File: src/rtl/dsp_bus_arbiter_pkg.sv
// Shared constants for the DSP bus arbiter: FSM encodings and a sim-only state decode.
// DSP_ARB_LOCK_EN is left undefined by default (lock feature off).
package dsp_bus_arbiter_pkg;

  localparam logic [1:0] DSP_ARB_STATE_IDLE  = 2'd0;
  localparam logic [1:0] DSP_ARB_STATE_ISSUE = 2'd1;
  localparam logic [1:0] DSP_ARB_STATE_BUSY  = 2'd2;

  localparam int DSP_ARB_MAX_REQ = 4;

`ifndef SYNTHESIS
  function automatic string state_name(input logic [1:0] s);
    case (s)
      DSP_ARB_STATE_IDLE:  return "IDLE";
      DSP_ARB_STATE_ISSUE: return "ISSUE";
      DSP_ARB_STATE_BUSY:  return "BUSY";
      default:             return "ILLEGAL";
    endcase
  endfunction
`endif

endpackage

File: src/rtl/dsp_rr_picker.sv
// Combinational round-robin picker: first set request after last_grant, in circular order.
// Reusable by other schedulers; callers with fewer than four requesters tie the spare inputs low.
module dsp_rr_picker (
  input  logic [3:0] req,
  input  logic [1:0] last_grant,
  output logic [1:0] grant_idx,
  output logic       any_valid
);

  logic [1:0] idx;

  // Offset 4 wraps back to last_grant itself, so the previous owner is checked last.
  always_comb begin
    grant_idx = last_grant;
    any_valid = 1'b0;
    idx       = '0;
    for (int i = 1; i <= 4; i++) begin
      idx = last_grant + 2'(i);
      if (!any_valid && req[idx]) begin
        grant_idx = idx;
        any_valid = 1'b1;
      end
    end
  end

endmodule

File: src/rtl/dsp_bus_arbiter.sv
// Round-robin arbiter sharing one Wishbone master command port among up to four DSP sequencers.
// Define DSP_ARB_LOCK_EN to let a requester hold its grant across transactions via req_lock.
module dsp_bus_arbiter
  import dsp_bus_arbiter_pkg::*;
#(
  parameter int dw   = 32,
  parameter int aw   = 32,
  parameter int NREQ = 4
) (
  input  logic              wb_clk,
  input  logic              wb_rst,
  input  logic [NREQ-1:0]   req_start,
  input  logic [NREQ*aw-1:0] req_address,
  input  logic [NREQ*4-1:0] req_selection,
  input  logic [NREQ-1:0]   req_write,
  input  logic [NREQ*dw-1:0] req_data_wr,
  input  logic [NREQ-1:0]   req_lock,
  output logic [NREQ-1:0]   req_active,
  output logic [dw-1:0]     req_data_rd,
  output logic              start,
  output logic [aw-1:0]     address,
  output logic [3:0]        selection,
  output logic              write,
  output logic [dw-1:0]     data_wr,
  input  logic              active,
  input  logic [dw-1:0]     data_rd,
  output logic [1:0]        grant,
  output logic              grant_valid
);

  logic [1:0]    state;
  logic [1:0]    last_grant;
  logic [3:0]    req_vec;
  logic [3:0]    elig_vec;
  logic [3:0]    act_vec;
  logic [1:0]    pick;
  logic          any_req;
  logic          lock_hold;
  logic          lock_exit;
  logic [aw-1:0] pick_address;
  logic [3:0]    pick_selection;
  logic          pick_write;
  logic [dw-1:0] pick_data_wr;

  always_comb begin
    req_vec = '0;
    req_vec[NREQ-1:0] = req_start;
  end

`ifdef DSP_ARB_LOCK_EN
  logic [3:0] lock_vec;

  always_comb begin
    lock_vec = '0;
    lock_vec[NREQ-1:0] = req_lock;
  end

  // A held lock only counts in IDLE; dropping req_lock there reopens arbitration the same cycle.
  assign lock_hold = (state == DSP_ARB_STATE_IDLE) && grant_valid && lock_vec[grant];
  assign lock_exit = lock_vec[grant];
`else
  logic unused_lock;

  assign unused_lock = ^req_lock;
  assign lock_hold   = 1'b0;
  assign lock_exit   = 1'b0;
`endif

  assign elig_vec = lock_hold ? (req_vec & (4'b0001 << grant)) : req_vec;

  dsp_rr_picker u_picker (
    .req        (elig_vec),
    .last_grant (last_grant),
    .grant_idx  (pick),
    .any_valid  (any_req)
  );

  always_comb begin
    pick_address   = '0;
    pick_selection = '0;
    pick_write     = 1'b0;
    pick_data_wr   = '0;
    for (int i = 0; i < NREQ; i++) begin
      if (pick == 2'(i)) begin
        pick_address   = req_address[i*aw +: aw];
        pick_selection = req_selection[i*4 +: 4];
        pick_write     = req_write[i];
        pick_data_wr   = req_data_wr[i*dw +: dw];
      end
    end
  end

  always_comb begin
    act_vec = '0;
    if (state == DSP_ARB_STATE_BUSY) act_vec[grant] = active;
  end

  assign req_active  = act_vec[NREQ-1:0];
  assign req_data_rd = data_rd;

  always_ff @(posedge wb_clk or posedge wb_rst) begin
    if (wb_rst) begin
      state       <= DSP_ARB_STATE_IDLE;
      start       <= 1'b0;
      address     <= '0;
      selection   <= '0;
      write       <= 1'b0;
      data_wr     <= '0;
      grant       <= '0;
      grant_valid <= 1'b0;
      last_grant  <= '0;
    end else begin
      case (state)
        DSP_ARB_STATE_IDLE: begin
          if (any_req) begin
            grant       <= pick;
            grant_valid <= 1'b1;
            address     <= pick_address;
            selection   <= pick_selection;
            write       <= pick_write;
            data_wr     <= pick_data_wr;
            start       <= 1'b1;
            state       <= DSP_ARB_STATE_ISSUE;
          end else if (!lock_hold) begin
            grant_valid <= 1'b0;
          end
        end
        DSP_ARB_STATE_ISSUE: begin
          if (active) begin
            start <= 1'b0;
            state <= DSP_ARB_STATE_BUSY;
          end
        end
        DSP_ARB_STATE_BUSY: begin
          if (!active) begin
            last_grant  <= grant;
            grant_valid <= lock_exit;
            state       <= DSP_ARB_STATE_IDLE;
          end
        end
        default: begin
          start <= 1'b0;
          state <= DSP_ARB_STATE_IDLE;
        end
      endcase
    end
  end

endmodule

File: config.mk
export PLATFORM = sky130hd
export DESIGN_NAME = dsp_bus_arbiter
export DESIGN_NICKNAME = d
export VERILOG_FILES = /design/src/rtl/dsp_bus_arbiter_pkg.sv /design/src/rtl/dsp_rr_picker.sv /design/src/rtl/dsp_bus_arbiter.sv
export SDC_FILE = /design/constraint.sdc
export NUM_CORES = 1
export LEC_CHECK = 0
export ABC_AREA = 1
export CAP_MARGIN = 20
export CORE_AREA = 3 3 165 167
export DETAILED_ROUTE_END_ITERATION = 8
export DIE_AREA = 0 0 168 170
export GPL_TIMING_DRIVEN = 0
export PLACE_DENSITY_LB_ADDON = 0.12
export SYNTH_ARGS = -nofsm -noshare
export SYNTH_HDL_FRONTEND = slang
export SYNTH_SLANG_ARGS = --single-unit
export TNS_END_PERCENT = 20
File: constraint.sdc
create_clock -name wb_clk -period 3.6 [get_ports wb_clk]
set_input_delay 0.72 -clock wb_clk [delete_from_list [all_inputs] [get_ports wb_clk]]
set_output_delay 0.72 -clock wb_clk [all_outputs]
set_load 0.05 [all_outputs]
# ---- Yosys cells after proc, flatten, opt, wreduce, memory -nomap -nowiden
# Cells that the tools add are included.
# Widths: inputs -> output; s select.
dict set report op_classes {
  shifts 0
  n_reduce_logical 15
  bitwise 3
  n_mul 0
  muxes 45
  div_mod_pow 0
  n_eq_ne 8
  addsub 3
  order_cmp 6
}
# cell count
set op_table {}
lappend op_table {{$mux 32} 8}
lappend op_table {{$mux 4} 5}
lappend op_table {{$mux 1} 17}
lappend op_table {{$lt 2x3->1 const B} 5}
lappend op_table {{$mux 2} 7}
lappend op_table {{$bmux 1 s2} 4}
lappend op_table {{$eq 2x2->1 const B} 3}
lappend op_table {{$ne 2x2->1 const B} 3}
lappend op_table {{$pmux 2 s3} 1}
lappend op_table {{$reduce_and 2->1} 3}
lappend op_table {{$reduce_and 3->1} 2}
lappend op_table {{$add 2x2->2 const B} 2}
lappend op_table {{$and 4x4->4} 1}
lappend op_table {{$eq 2x1->1 const B} 2}
lappend op_table {{$logic_and 1x1->1} 4}
lappend op_table {{$logic_not 2->1} 2}
lappend op_table {{$logic_not 1->1} 3}
lappend op_table {{$pmux 1 s3} 1}
lappend op_table {{$add 2x1->2 const B} 1}
lappend op_table {{$demux 1 s2} 1}
lappend op_table {{$ge 2x1->1 const B} 1}
lappend op_table {{$not 1->1} 2}
lappend op_table {{$pmux 1 s2} 1}
lappend op_table {{$reduce_bool 2->1} 1}
dict set report totals {
  output_inout_bits 109
  mem_bits_ro 0
  latch_bits 0
  inputBits 319
  memories 0
  word_cells 89
  mem_bits_rw 0
  ff_bits 77
}

# ---- Logic depth before layout (Yosys ltp)
dict set report depth {
  word_depth 18
  mapped_depth 17
}

# ---- Hierarchy
# A second synthesis with hierarchy kept.
dict set report unflattened {
  cells_unflattened 870
  area_unflattened_um2 5495.3
}
# mod cells_per_inst seq_area_each_um2 area_per_inst_um2 instances
set by_module_without_submodules {}
lappend by_module_without_submodules {dsp_bus_arbiter 824 1926.8 5263.8 1}
lappend by_module_without_submodules {dsp_rr_picker 46 0.0 231.5 1}

# ---- Worst setup path before layout
# OpenSTA, ideal clock, no wires.
dict set report synth_path {
  kind {reg-to-output}
  from {reg grant[1]}
  to {out req_active[2]}
  arrival_time_ps 1903
  t_required_ps 2880
  path_stages_with_launch 3
  slack_ps 977
  path_cell_list {dfrtp_1 > inv_1 > nor3_1}
}
dict set report synth_between {
  elab_chain_cells 6
  elab_cells_between_ends 7
  cone_classes {2 x order compare; 3 x mux; 1 x bitwise; 1 x reduce/logical}
}
# item line
set synth_lines {}
lappend synth_lines {{start, declared} dsp_bus_arbiter.sv:27} ;# output logic [1:0] grant,
lappend synth_lines {{start signal, assigned} dsp_bus_arbiter.sv:116} ;# grant <= pick;
lappend synth_lines {{$lt 2x3->1 (implied by the code) / $ge 2x1->1 (equally long branches)} dsp_bus_arbiter.sv:95} ;# if (state == DSP_ARB_STATE_BUSY) act_vec[grant] = active;
lappend synth_lines {{$logic_and 1x1->1 (implied by the code)} dsp_bus_arbiter.sv:95}
lappend synth_lines {{$mux 1 (implied by the code)} dsp_bus_arbiter.sv:95}
lappend synth_lines {{$demux 1 s2 (*)} dsp_bus_arbiter.sv:95}
lappend synth_lines {{$and 4x4->4 (no line) (*)} n/a}
lappend synth_lines {{$mux 4 (*)} dsp_bus_arbiter.sv:95}
lappend synth_lines {{end, declared} dsp_bus_arbiter.sv:18} ;# output logic [NREQ-1:0] req_active,
# Every way passes the cells marked *; elsewhere a longest branch is shown, timed or not.

# ---- Final worst setup path
dict set report layout_path {
  from {in active}
  to {out req_active[2]}
}
dict set report layout_between {
  elab_chain_cells 2
}
# item line
set layout_lines {}
lappend layout_lines {{start, declared} dsp_bus_arbiter.sv:25} ;# input logic active,
lappend layout_lines {{$and 4x4->4 (no line)} n/a}
lappend layout_lines {{$mux 4} dsp_bus_arbiter.sv:95}
# No other way between the ends.

==> impl_metrics.py <==
metrics = {
    "worst_setup_path": {
        "crit_start": "active",
        "critPathLaunchType": "primary input",
        "arrival_ps": 2390,
        "path_class": "primary input to output port",
        "crit_fanout": 4,
        "r2r_start": "last_grant[0]",
        "cp-end-kind": "output port",
        "crit_end": "req_active[2]",
        "worst-r2r-setup-slack_ps": 1100,
        "worstPathRequired_ps": 2880,
        "worst_r2r_path_depth": 16,
        "reg2reg_to": "data_wr[23]",
    },
    "clock_network": {
        "cts_tree": "built",
        "hold_buffers": 0,
        "cts_setup_buffers": 0,
        "clock_tree.buffer_depth": 2,
        "htreeDepth": 3,
        "numCtsBuffers": 9,
        "clk_latency_ps": 350,
        "clk_pin_slew_ps": 60,
        "cts_resized": 0,
        "clockRootBuffer": "clkbuf_16",
        "cts.sinks": 77,
    },
    "timing": {
        "tns_ps": 0,
        "min_period_over_period_pct": 86.4,
        "finalCriticalPeriod_ps": 3110,
        "maxSlewHeadroom_pct": 59.0,
        "final_hold_viol_count": 0,
        "setup_violations": 0,
        "worstMarginPinSlew_ps": 613,
        "rsz0062_at_grt": "no",
        "holdWs_ps": 474,
        "slew_violations": 0,
        "clock-skew-final_ps": 11.8,
        "setup_ws_ps": 491,
        "clock.fmax_mhz": 322,
    },
    "finish": {
        "area_growth_pct": 81.4,
        "multiInputGateArea_sq_mm": 0.00283,
        "nets": 1639,
        "ff_latch_area_sq_mm": 0.00193,
        "fin_cells": 1658,
        "final_area_sq_mm": 0.0104,
        "diodes": 0,
        "fillerInstances": 2766,
        "drive_gt1_share_pct": 7.71,
    },
    "place": {
        "dp_slack_ps": 433,
        "port_buffers": 391,
        "place.gp.congestion": 0.805,
        "place_inst": 1644,
        "dpl-instance-area_sq_mm": 0.0101,
        "dpl.hpwl_um": 22300,
    },
    "power": {
        "netSwitchingFraction_pct": 58.8,
        "pwr-share-comb_pct": 80.1,
        "power.density_mw_per_mm2": 1230,
        "intPower_mw": 5.27,
        "max-vdd-ir-drop_uv": 465,
        "clockPowerShare_pct": 7.3,
        "seqPwrFrac_pct": 12.6,
        "p_sw_mw": 7.53,
        "p_leak_nw": 5.05,
    },
    "floorplanning": {
        "die-area_sq_mm": 0.0286,
        "rows": 59,
        "ios": 428,
        "initial_core_util_pct": 22.1,
        "die_w_um": 168,
        "core-area_sq_mm": 0.0259,
        "die_h_um": 170,
    },
    "global_route": {
        "use_met2_pct": 34.3,
        "top_usage_layer": "met2",
        "grt_use_total_pct": 18.9,
        "grt_max_degree": 40,
        "first_global_vias": 7125,
        "grt_pass1_wl_um": 41500,
        "met3_usage_pct": 5.41,
        "global_route.usage.met1_pct": 22.0,
        "antenna_found_initial": 2,
        "overflow": 0,
    },
    "synthesis": {
        "synth_top_area_cell": "dfrtp_1",
        "synth_top_area_share_pct": 33.7,
        "synthCells": 917,
        "synth_area_leaders": "dfrtp_1 34%, nand2_1 25%, nand3_1 7.3%",
        "yosys_register_bits": 77,
        "yosysWarnings": 0,
        "synth_nets": 1236,
        "synth_area_per_cell_sq_um": 6.24,
        "ys_seq_area_share_pct": 33.7,
        "synthDistinctLibCells": 22,
        "netlist_area_sq_mm": 0.00572,
    },
    "min_path": {
        "min_path_type": "flop to flop",
    },
    "route": {
        "drt_iter0_drc": 229,
        "drtAntennaViolNets": 0,
        "wirelength_um": 27900,
        "drt_pre_antenna_iters": 6,
        "vias": 7101,
        "drc": 0,
        "avgRoutedWirePerCell_um": 16.8,
        "via_per_inst": 4.28,
    },
    "run_status": {
        "status": "finished, final reports clean",
    },
    "run": {
        "cap_violations": 0,
    },
}
==> critical path, cell delays in order <==
cell and delay, ps:
clkdlybuf4s50_1 540, nand2_1 130, nor3_1 170, clkdlybuf4s50_1 840
==> cell usage after synthesis <==
master and instances:
a21oi_1 7, buf_2 17, buf_4 39, buf_6 8, clkbuf_1 18, clkbuf_2 3
dfrtp_1 77, inv_1 105, inv_2 2, inv_4 2, nand2_1 384, nand2_2 5
nand2_4 4, nand3_1 83, nand3_2 3, nand4_1 10, nor2_1 10, nor2_4 2
nor2_8 1, nor3_1 4, o21ai_0 70, o21ai_1 63
==> stage by stage <==
step / total power, mW / util (%)
6_report: 12.8 / 40.0
5_1_grt: 14.2 / 40.0
4_1_cts: 13.1 / 40.0
3_5_place_dp: 12.1 / 38.9
3_3_place_gp: 12.1 / 38.8
2_1_floorplan: 8.54 / -
==> sequential cells by signal (all words and copies together), names as in the netlist <==
register,flops
address,32
data_wr,32
selection,4
grant,2
last_grant,2
state,2
grant_valid,1
start,1
write,1
==> layout by cell type (no fill, tap or decap), types with 4 or more instances in the layout <==
cell	instances
clkdlybuf4s50_1	391
nand2_1	384
inv_1	104
nand3_1	83
dfrtp_1	77
o21ai_0	70
o21ai_1	63
buf_4	39
clkbuf_1	18
buf_2	17
nand4_1	10
nor2_1	10
clkbuf_16	9
buf_6	8
a21oi_1	7
nand2_2	5
nand2_4	4
nor3_1	4
==> kinds of logic (layout without fill, tap and decap cells) <==
| family | after synthesis | count (layout) | synth area share (%) |
|---|---|---|---|
| compound gates | 140 | 140 | 12.3 |
| buf+inv | 194 | 600 | 16.9 |
| flops | 77 | 77 | 33.7 |
| simple gates | 506 | 506 | 37.2 |
==> layer usage <==
layer / routed length [um] / up-vias / share of wire [%]
li1: - / 3643 / -
met1: 11200 / 3168 / 40
met2: 14100 / 255 / 51
met3: 2090 / 31 / 7.5
met4: 460 / 4 / 1.6
met5: 27 / - / 0.097
==> power groups by stage <==
stage | logic, mW | clock network (mW) | registers [mW]
global placement | 10.5 | 0 | 1.61
CTS | 10.5 | 0.964 | 1.62
global route | 11.6 | 0.996 | 1.67
floorplan | 5.58 | 0 | 2.96
detailed placement | 10.5 | 0 | 1.62
finish | 10.3 | 0.931 | 1.61
==> final cells by class <==
class | instances | share of cell area [%]
Clock inverter | 4 | 0.483
Buffer | 85 | 5.31
Tap cell | 335 | 4.04
Clock buffer | 10 | 2.30
Sequential cell | 77 | 18.6
Multi-Input combinational cell | 646 | 27.3
Inverter | 109 | 4.02
Timing Repair Buffer | 392 | 38.0
==> how the worst min path moves through the flow <==
stage | depth (start not counted) | end | start | slack, ps
final | 2 | address[29] | address[29] | 470
after global routing | 2 | address[29] | address[29] | 490
after CTS | 2 | address[29] | address[29] | 480
after detailed placement | 2 | address[29] | address[29] | 460
after global placement | 2 | address[31] | address[31] | 460
after floorplan | 3 | state[1] | state[1] | 540
No activity file was read; power rests on OpenSTA's default activity.
